===== src/rtl/rr_arbiter8.sv =====
// Eight-way round-robin arbiter with registered one-hot grant and optional hold timeout.
// The most recent owner always has the lowest priority in the next search.
module rr_arbiter8 #(
    parameter int unsigned MAX_HOLD = 16
) (
    input  logic       clk,
    input  logic       rst_n,
    input  logic [7:0] req,
    output logic [7:0] gnt,
    output logic [2:0] gnt_idx,
    output logic       gnt_valid,
    output logic       timeout
);

    typedef enum logic {
        IDLE  = 1'b0,
        GRANT = 1'b1
    } state_t;

    localparam bit         TIMEOUT_EN = (MAX_HOLD != 0);
    localparam logic [7:0] HOLD_LAST  = TIMEOUT_EN ? 8'(MAX_HOLD - 1) : 8'hFF;

    state_t     state_reg, state_next;
    logic [2:0] gnt_idx_reg, gnt_idx_next;
    logic [2:0] last_idx_reg, last_idx_next;
    logic [7:0] hold_cnt_reg, hold_cnt_next;
    logic       timeout_reg, timeout_next;
    logic [7:0] gnt_reg, gnt_next;
    logic       gnt_valid_reg, gnt_valid_next;

    logic [2:0] search_base;
    logic [7:0] req_rot;
    logic [2:0] win_off;
    logic [2:0] win_idx;
    logic       any_req;
    logic       owner_req;
    logic       hold_expired;

    // Rotate req so bit 0 is the first candidate after the last owner.
    assign search_base = last_idx_reg + 3'd1;

    genvar gi;
    generate
        for (gi = 0; gi < 8; gi++) begin : g_rot
            assign req_rot[gi] = req[search_base + 3'(gi)];
        end
    endgenerate

    always_comb begin
        win_off = 3'd0;
        for (int k = 7; k >= 0; k--) begin
            if (req_rot[k]) begin
                win_off = 3'(k);
            end
        end
    end

    assign win_idx      = search_base + win_off;
    assign any_req      = |req;
    assign owner_req    = req[gnt_idx_reg];
    assign hold_expired = TIMEOUT_EN && (hold_cnt_reg == HOLD_LAST);

    always_comb begin
        state_next    = state_reg;
        gnt_idx_next  = gnt_idx_reg;
        last_idx_next = last_idx_reg;
        hold_cnt_next = hold_cnt_reg;
        timeout_next  = 1'b0;
        case (state_reg)
            IDLE: begin
                if (any_req) begin
                    state_next    = GRANT;
                    gnt_idx_next  = win_idx;
                    last_idx_next = win_idx;
                    hold_cnt_next = 8'd0;
                end
            end
            GRANT: begin
                if (!owner_req || hold_expired) begin
                    // A forced release only counts when the owner still wants the resource.
                    timeout_next  = owner_req;
                    hold_cnt_next = 8'd0;
                    if (any_req) begin
                        gnt_idx_next  = win_idx;
                        last_idx_next = win_idx;
                    end else begin
                        state_next = IDLE;
                    end
                end else if (hold_cnt_reg != 8'hFF) begin
                    hold_cnt_next = hold_cnt_reg + 8'd1;
                end
            end
            default: begin
                state_next = IDLE;
            end
        endcase
    end

    assign gnt_valid_next = (state_next == GRANT);

    generate
        for (gi = 0; gi < 8; gi++) begin : g_dec
            assign gnt_next[gi] = gnt_valid_next && (gnt_idx_next == 3'(gi));
        end
    endgenerate

    always_ff @(posedge clk or negedge rst_n) begin
        if (!rst_n) begin
            state_reg     <= IDLE;
            gnt_idx_reg   <= 3'd0;
            last_idx_reg  <= 3'd7;
            hold_cnt_reg  <= 8'd0;
            timeout_reg   <= 1'b0;
            gnt_reg       <= 8'h00;
            gnt_valid_reg <= 1'b0;
        end else begin
            state_reg     <= state_next;
            gnt_idx_reg   <= gnt_idx_next;
            last_idx_reg  <= last_idx_next;
            hold_cnt_reg  <= hold_cnt_next;
            timeout_reg   <= timeout_next;
            gnt_reg       <= gnt_next;
            gnt_valid_reg <= gnt_valid_next;
        end
    end

    assign gnt       = gnt_reg;
    assign gnt_idx   = gnt_idx_reg;
    assign gnt_valid = gnt_valid_reg;
    assign timeout   = timeout_reg;

endmodule


===== config.mk =====
export PLATFORM = sky130hd
export DESIGN_NAME = rr_arbiter8
export DESIGN_NICKNAME = d
export VERILOG_FILES = /design/src/rtl/rr_arbiter8.sv
export SDC_FILE = /design/constraint.sdc
export NUM_CORES = 1
export LEC_CHECK = 0
export CORE_ASPECT_RATIO = 0.9
export CORE_MARGIN = 1
export CORE_UTILIZATION = 45
export DETAILED_ROUTE_END_ITERATION = 12
export GPL_TIMING_DRIVEN = 0
export PLACE_DENSITY = 0.68
export SLEW_MARGIN = 20
export SYNTH_ARGS = -nofsm -noshare
export SYNTH_HDL_FRONTEND = slang
export SYNTH_SLANG_ARGS = --single-unit

===== constraint.sdc =====
create_clock -name clk -period 5.5 [get_ports clk]
set_input_delay 0.55 -clock clk [delete_from_list [all_inputs] [get_ports clk]]
set_output_delay 0.55 -clock clk [all_outputs]
set_load 0.03 [all_outputs]

# Word level (Yosys, flattened, before mapping)
# Cells that the tools add are included.
dict set report word_totals {
  mem_bits_rw 0
  reg_bits 24
  n_memories 0
  mem_bits_ro 0
  latchBits 0
  word_cells 92
}
dict set report classes {
  n_reduce_logical 13
  addsub 10
  bitwise 1
  mux 41
  eq_ne 12
  magnitude_cmp 9
  multipliers 0
  shifts 0
  div_mod_pow 0
}
# cell count
set op_table {}
lappend op_table {{3-bit by 4-bit less-than comparator with 1-bit output, second input constant} 9}
lappend op_table {{3-bit two-way mux} 12}
lappend op_table {{1-bit binary-select mux with 3-bit select} 9}
lappend op_table {{8-bit two-way mux} 3}
lappend op_table {{8-bit case mux with 2 select lines} 1}
lappend op_table {{1-bit two-way mux} 13}
lappend op_table {{3-bit adder, second input constant} 4}
lappend op_table {{3-bit == test, second input constant} 4}
lappend op_table {{3-bit case mux with 2 select lines} 2}
lappend op_table {{8-bit by 1-bit adder with 8-bit output, second input constant} 1}
lappend op_table {{8-bit by 4-bit == test with 1-bit output, second input constant} 1}
lappend op_table {{1-bit logical AND} 8}
lappend op_table {{8-bit inequality test, second input constant} 1}
lappend op_table {{8-bit OR reduction} 1}
lappend op_table {{3-bit by 1-bit adder with 3-bit output, second input constant} 2}
lappend op_table {{3-bit by 2-bit adder with 3-bit output, second input constant} 2}
lappend op_table {{3-bit by 2-bit == test with 1-bit output, second input constant} 2}
lappend op_table {{3-bit adder} 1}
lappend op_table {{3-bit by 1-bit == test with 1-bit output, second input constant} 1}
lappend op_table {{3-bit zero test} 1}
lappend op_table {{3-bit by 1-bit inequality test with 1-bit output, second input constant} 1}
lappend op_table {{2-bit by 1-bit inequality test with 1-bit output, second input constant} 1}
lappend op_table {{2-bit inequality test, second input constant} 1}
lappend op_table {{1-bit case mux with 2 select lines} 1}
lappend op_table {{other kinds (4)} 4}

# Longest topological paths before layout
# Gate-level depths: netlist (run 1).
dict set report logic_depth {
  depth_word 18
  ltp_mapped 18
}

# Worst setup path after synthesis (run 1)
# No wires, ideal clock.
dict set report synth_path {
  path_kind {flip-flop to flip-flop}
  start {reg last_idx_reg[0]}
  end {reg gnt_reg[0], in the netlist gnt[0]}
  slack_ns 1.563
  path_stages_with_launch 19
  n_path_buf 2
  arrival_ns 3.870
  synth_period_minus_slack_ns 3.937
  setup_time_ns 0.066
  path_cell_list {dfstp_2 -> buf_6 -> inv_1 -> ha_1 -> buf_6 -> mux4_2 -> nor3b_1 -> a31oi_1 -> a21oi_1 -> o21ai_1 -> a221oi_1 -> ha_1 -> inv_1 -> fa_1 -> xnor2_1 -> nand2_1 -> nor4b_1 -> mux2i_1 -> nand2_1}
}
dict set report synth_via {
  elab_chain_cells 18
  word_cells_on_any_way 38
  cone_classes {add/sub (9); mux (27); reduce/logical (2)}
}
# element line
set synth_lines {}
lappend synth_lines {{start, declared} 25} ;# logic [2:0] last_idx_reg, last_idx_next;
lappend synth_lines {{start signal, assigned} 119} ;# last_idx_reg <= last_idx_next;
lappend synth_lines {{3-bit by 1-bit adder with 3-bit output (*)} 40} ;# assign search_base = last_idx_reg + 3'd1;
lappend synth_lines {{3-bit adder} 45} ;# assign req_rot[gi] = req[search_base + 3'(gi)];
lappend synth_lines {{1-bit binary-select mux with 3-bit select} 45}
lappend synth_lines {{1-bit two-way mux (implied by the code)} 45}
lappend synth_lines {{3-bit two-way mux (8 in a row)} 52} ;# if (req_rot[k]) begin
lappend synth_lines {{3-bit adder (*)} 58} ;# assign win_idx = search_base + win_off;
lappend synth_lines {{3-bit two-way mux (*)} {71, 83}}
lappend synth_lines {{3-bit two-way mux} 79} ;# if (!owner_req || hold_expired) begin
lappend synth_lines {{3-bit case mux with 2 select lines (*)} 69} ;# case (state_reg)
lappend synth_lines {{3-bit zero test (*)} 103} ;# assign gnt_next[gi] = gnt_valid_next && (gnt_idx_next == 3'(gi));
lappend synth_lines {{1-bit logical AND (*)} 103}
lappend synth_lines {{named net gnt_next[0]} 28} ;# logic [7:0] gnt_reg, gnt_next;
lappend synth_lines {{end signal, assigned} 122} ;# gnt_reg <= gnt_next;
lappend synth_lines {{end, declared} 28}
# The timed path passes the listed nets; every way through them passes the cells marked *. The select of a mux whose other input is x is not followed.
# A chain may end at the register's enable or synchronous reset.

# Worst setup path in the final report (run 1)
# Ends and elaborated chain as after synthesis.

==> flow_summary.json, run 1 <==
{
  "status": "finished, final reports clean",
  "synth.most_common_cell": "nand2_1",
  "tightest_slew_ns": 0.737,
  "synth_edf_count": 0,
  "gp_congestion": 0.814,
  "crit_type": "reg2reg",
  "cts_hold_buf": 0,
  "clk_path_buf_depth": 2,
  "avgRoutedWirePerCell_um": 15.7,
  "ys_seq_elements": 24,
  "cts_buffers": 3,
  "yosys.area.top_type_share": 0.271,
  "skew_ns": 0.00337,
  "multiInputGateArea_um2": 1230,
  "syn_inst": 196,
  "max_cap_violations": 0,
  "cp_max_fo": 10,
  "hold_slack_ns": 0.250,
  "syn_to_final_growth_pct": 17.1,
  "clock_latency_ns": 0.27,
  "synth_nets": 211,
  "timing.fmax_mhz": 224,
  "crit_chain": "buf_6 > inv_1 > ha_1 > buf_6 > mux4_2 > nor3b_1 > a31oi_1 > a21oi_1 > o21ai_1 > a221oi_1 > ha_1 > inv_1 > fa_1 > xnor2_1 > nand2_1 > nor4b_1 > mux2i_1 > nand2_1",
  "vias": 1649,
  "vias_per_cell": 6.11,
  "antenna_found_initial": 0,
  "synthFlopType": "dfrtp_1",
  "seq_area_um2": 604,
  "cpMaxStageDelayCell": "dfstp_2",
  "worstPathArrival_ns": 4.68,
  "drive_gt1_frac": 0.135,
  "ys_types": 46,
  "cp-startpoint": "last_idx_reg[0]",
  "rows": 22,
  "die_w_um": 71.1,
  "fin_crit_sh": 0.812,
  "setup_tns_ns": 0,
  "io_pins": 23,
  "grt_pass1_vias": 1602,
  "layout_min_cycle_time_ns": 4.47,
  "synth_top_cell_by_area": "dfrtp_1",
  "start_util": 0.472,
  "post_cts_buffers": 0,
  "core_um2": 4100,
  "syn_area_um2": 1940,
  "cts_max_level": 1,
  "slew_violations": 0,
  "root_buffer": "clkbuf_8",
  "ys_async_sr_fraction": 1.00,
  "avgSynthCellArea_um2": 9.88,
  "port_buffers": 22,
  "drt_iter0_markers": 89,
  "dieArea_um2": 4570,
  "postLayoutCoreUtil": 0.552,
  "startpoint_type": "register",
  "setup_viol": 0,
  "hold_path.class": "in2async",
  "grt_setup_unrepaired": "false",
  "chipHeight_um": 64.2,
  "grt_pass1_wl_um": 7580,
  "route.detailed.drc": 0,
  "cts_tree": "yes",
  "synth-seq-area-share": 0.312,
  "fillers": 372,
  "ys_top_cells_by_count": "nand2_1, dfrtp_1, mux2i_1, nor2_1",
  "grt_max_degree": 25,
  "cts_resized": 0,
  "worstPathRequired_ns": 5.71,
  "yosys-top-cells-area": "dfrtp_1, mux4_2, mux2i_1, nand2_1, dfstp_2",
  "hold_violations": 0,
  "clock-sinks": 24,
  "grt_usage": 0.212,
  "synth_warnings": 0,
  "n_antenna_cell": 0,
  "firstDrtPassIters": 6,
  "critPathCaptureType": "register",
  "place_hpwl_um": 3230,
  "routed_wl_um": 4250,
  "grt_remaining_overflow": 0,
  "cts.clk_slew.worst_paths_ns": 0.08,
  "r2r-start": "last_idx_reg[0]",
  "final_antenna_net_count": 0,
  "slew_headroom": 0.505,
  "slowest_delay_ns": 0.60,
  "nNetsFinal": 238
}
## worst paths after layout
kind                                         to  slack [ns]  cells after the start
worst min-delay path                    timeout        0.25                      1
worst max register to register           gnt[0]        1.03                     18
worst max-delay path                     gnt[0]        1.03                     18
min in group clk                last_idx_reg[1]        0.52                      2
worst min register to register  last_idx_reg[1]        0.52                      2
max in group asynchronous       last_idx_reg[1]        4.87                      1
## critical path, delay by kind of cell, from the launching register on
family / cells / cell delay [ns]
XOR/XNOR: 1 / 0.40
AO/OA/AOI/OAI: 4 / 0.64
multiplexers: 2 / 0.53
adder cells (fa/ha/maj): 3 / 0.95
AND/OR/NAND/NOR: 4 / 0.83
flip-flops: 1 / 0.60
buffers and inverters: 4 / 0.47
## per-stage QoR
step,area [um^2],setup slack (ns),cells
finish,2270,1.03,270
global route,2270,0.677,270
CTS,2270,1.02,270
detailed placement,2220,1.04,266
global placement,2220,1.08,266
floorplan,1940,1.56,196
## layout by cell type, fill, tap and decap left out, types with 2 or more instances in the layout
master / count
nor2_1: 11
nor4_1: 10
o21ai_0: 10
mux4_2: 10
nand4_1: 2
and2_1: 2
nand3_1: 8
nand2_1: 27
dfrtp_1: 21
buf_6: 4
nor3b_1: 4
clkbuf_1: 3
a31oi_1: 2
o21ai_1: 4
xor2_1: 2
dfstp_2: 3
nor3_1: 2
clkbuf_8: 4
a22oi_1: 2
buf_2: 3
or3_1: 2
o31ai_1: 2
nor4b_1: 6
a211oi_1: 2
a2111oi_0: 2
xnor2_1: 8
inv_1: 6
mux2i_1: 13
a21oi_1: 3
clkdlybuf4s50_1: 21
nand2b_1: 3
ha_1: 4
## final cells by class
class | instances | area share
Clock buffer | 4 | 0.0243
Tap cell | 48 | 0.0265
Sequential cell | 24 | 0.267
Multi-Input combinational cell | 156 | 0.545
Timing Repair Buffer | 22 | 0.0950
Buffer | 10 | 0.0326
Inverter | 6 | 0.00994
## layer usage
layer / GRT usage / vias up / wire (um)
met2: 0.351 / 42 / 1980
met5: 0 / - / 0
li1: - / 792 / -
met1: 0.282 / 810 / 1980
met4: 0.0475 / 0 / 45
met3: 0.0536 / 5 / 247
## cell families after synthesis
logic type | Yosys count | synth area share
AO/OA/AOI/OAI | 32 | 0.110
buffers and inverters | 16 | 0.0498
adder cells (fa/ha/maj) | 5 | 0.0362
flip-flops | 24 | 0.312
multiplexers | 26 | 0.215
XOR/XNOR | 11 | 0.0537
AND/OR/NAND/NOR | 82 | 0.224
Power of run 1 is not shown: default switching activity piles up to over one toggle a cycle in this logic, so the estimate is an artifact.
==> run 2, diff against run 1 <==
- PLACE_DENSITY: 0.68 -> 0.7
- clock period: 5.5 -> 4.1 ns (I/O delays scaled with it)
==> run 2 against run 1 <==
Compared with the run above:
- critical path depth decreased by 3
- hold slack worse by 0.14 ns
- count of clock-buffer cells in the layout fell by 1
- fmax increased by 11%
- wire length grew 19%
- sequential cell count unchanged
- final cell count is 8.5% higher
- first-iteration DRC count increased by 38%
- critical endpoint is now gnt[5]
- die area stayed put
- sequential share of layout area fell by 5.0 points
- register-to-register slack worse by 0.95 ns
- worst setup slack worse by 0.95 ns
==> flow_summary.json, run 2 (synthesis gave the netlist of run 1 again) <==
{
  "status": "finished, final reports clean",
  "dpl-instance-area_um2": 2220,
  "final_common_cell": "nand2_1",
  "n_antenna_cell": 0,
  "worstPathArrival_ns": 4.21,
  "nNetsFinal": 261,
  "fin_crit_sh": 0.981,
  "place_hpwl_um": 3060,
  "final_antenna_net_count": 0,
  "io_pins": 23,
  "grt_setup_unrepaired": "true",
  "drt_iter0_markers": 123,
  "startpoint_type": "register",
  "avgRoutedWirePerCell_um": 17.3,
  "grt_pass1_wl_um": 8140,
  "cts_tree": "yes",
  "antenna_found_initial": 0,
  "chipHeight_um": 64.2,
  "slew_headroom": 0.385,
  "max_cap_violations": 0,
  "cts_max_level": 1,
  "vias_per_cell": 6.01,
  "syn_to_final_growth_pct": 44.0,
  "critPathCaptureType": "register",
  "route.detailed.drc": 0,
  "skew_ns": 0.00278,
  "cts_buffers": 3,
  "setup_viol": 0,
  "tightest_slew_ns": 0.913,
  "vias": 1761,
  "cp_max_fo": 8,
  "clk_path_buf_depth": 2,
  "routed_wl_um": 5080,
  "rows": 22,
  "slew_violations": 0,
  "port_buffers": 22,
  "grt_remaining_overflow": 0,
  "worstPathRequired_ns": 4.29,
  "clock-sinks": 24,
  "crit_type": "reg2reg",
  "dieArea_um2": 4570,
  "final_cell_mix": "nand2_1, buf_4, dfrtp_1, clkdlybuf4s50_1, nor2_1",
  "timing.fmax_mhz": 249,
  "core_um2": 4100,
  "clock_latency_ns": 0.27,
  "reg2reg_depth": 15,
  "grt_pass1_vias": 1700,
  "gp_congestion": 0.790,
  "hold_path.class": "in2async",
  "drive_gt1_frac": 0.343,
  "cts.clk_slew.worst_paths_ns": 0.09,
  "layout_min_cycle_time_ns": 4.02,
  "firstDrtPassIters": 4,
  "root_buffer": "clkbuf_8",
  "final_area_um2": 2790,
  "grt_usage": 0.229,
  "fillers": 287,
  "start_util": 0.472,
  "hold_violations": 0,
  "cts_hold_buf": 0,
  "grt_max_degree": 25,
  "die_w_um": 71.1
}
==> run 2: cell types whose count changed in the layout (fill, tap and decap cells not counted), moves of 4 or more <==
cell	delta
mux2i_1	-4
buf_4	+22
nor4b_1	-4
nor4_1	-6
==> run 2: worst paths after layout <==
path | startpoint | endpoint | slack, ns
worst max-delay path | last_idx_reg[0] | gnt[5] | 0.08
worst min-delay path | rst_n | hold_cnt_reg[6] | 0.11
worst max register to register | last_idx_reg[0] | gnt[5] | 0.08
worst min register to register | last_idx_reg[1] | last_idx_reg[1] | 0.53
max in group asynchronous | rst_n | last_idx_reg[1] | 3.62
min in group clk | last_idx_reg[1] | last_idx_reg[1] | 0.53
==> run 2: timing repair <==
action / CTS / global route
setup endpoints to repair: 8 / 12
resized for setup: 26 / 31
pin swaps: 4 / 13
buffers inserted: 12 / 11
gates cloned: 0 / 0
==> run 2: layout make-up <==
class / count / area [um^2] / share of cell area
tap: 48 / 60.1 / 0.0216
clock inverter: 1 / 30.0 / 0.0108
multi-input combinational: 156 / 1540 / 0.552
clock buffer: 3 / 41.3 / 0.0148
sequential: 24 / 604 / 0.217
inverter: 6 / 27.5 / 0.00988
timing repair buffer: 45 / 400 / 0.144
buffer: 10 / 83.8 / 0.0301
==> run 2: critical path: stages, from the launching register on <==
cell and delay [ns]:
dfstp_2 0.40, ha_1 0.28, xnor2_4 0.49, mux4_2 0.59
a21oi_1 0.18, o21ai_1 0.10, a221oi_2 0.25, ha_2 0.21
inv_2 0.04, fa_2 0.42, buf_12 0.16, xnor2_4 0.16
buf_4 0.16, nor4_4 0.26, mux2i_1 0.13, o21ai_1 0.12
==> run 2: metrics by stage <==
step                       util  setup slack [ns]  TNS, ns  cells  hold WS (ns)
after floorplan               -             0.163        0    196         0.114
final                     0.679            0.0791        0    293         0.105
after global placement    0.540            -0.309    -1.96    266         0.488
after CTS                 0.618           -0.0159  -0.0270    282         0.517
after detailed placement  0.540            -0.330    -2.22    266         0.505
after global routing      0.679           -0.0497   -0.285    293         0.136
==> run 2: routing by layer <==
metal | up-vias | track usage | share of wire
met5 | - | 0 | 0
met4 | 0 | 0.0800 | 0.014
met3 | 10 | 0.0489 | 0.035
met2 | 44 | 0.371 | 0.48
met1 | 865 | 0.304 | 0.47
li1 | 842 | - | -
Power of run 2 is left out for the same reason.
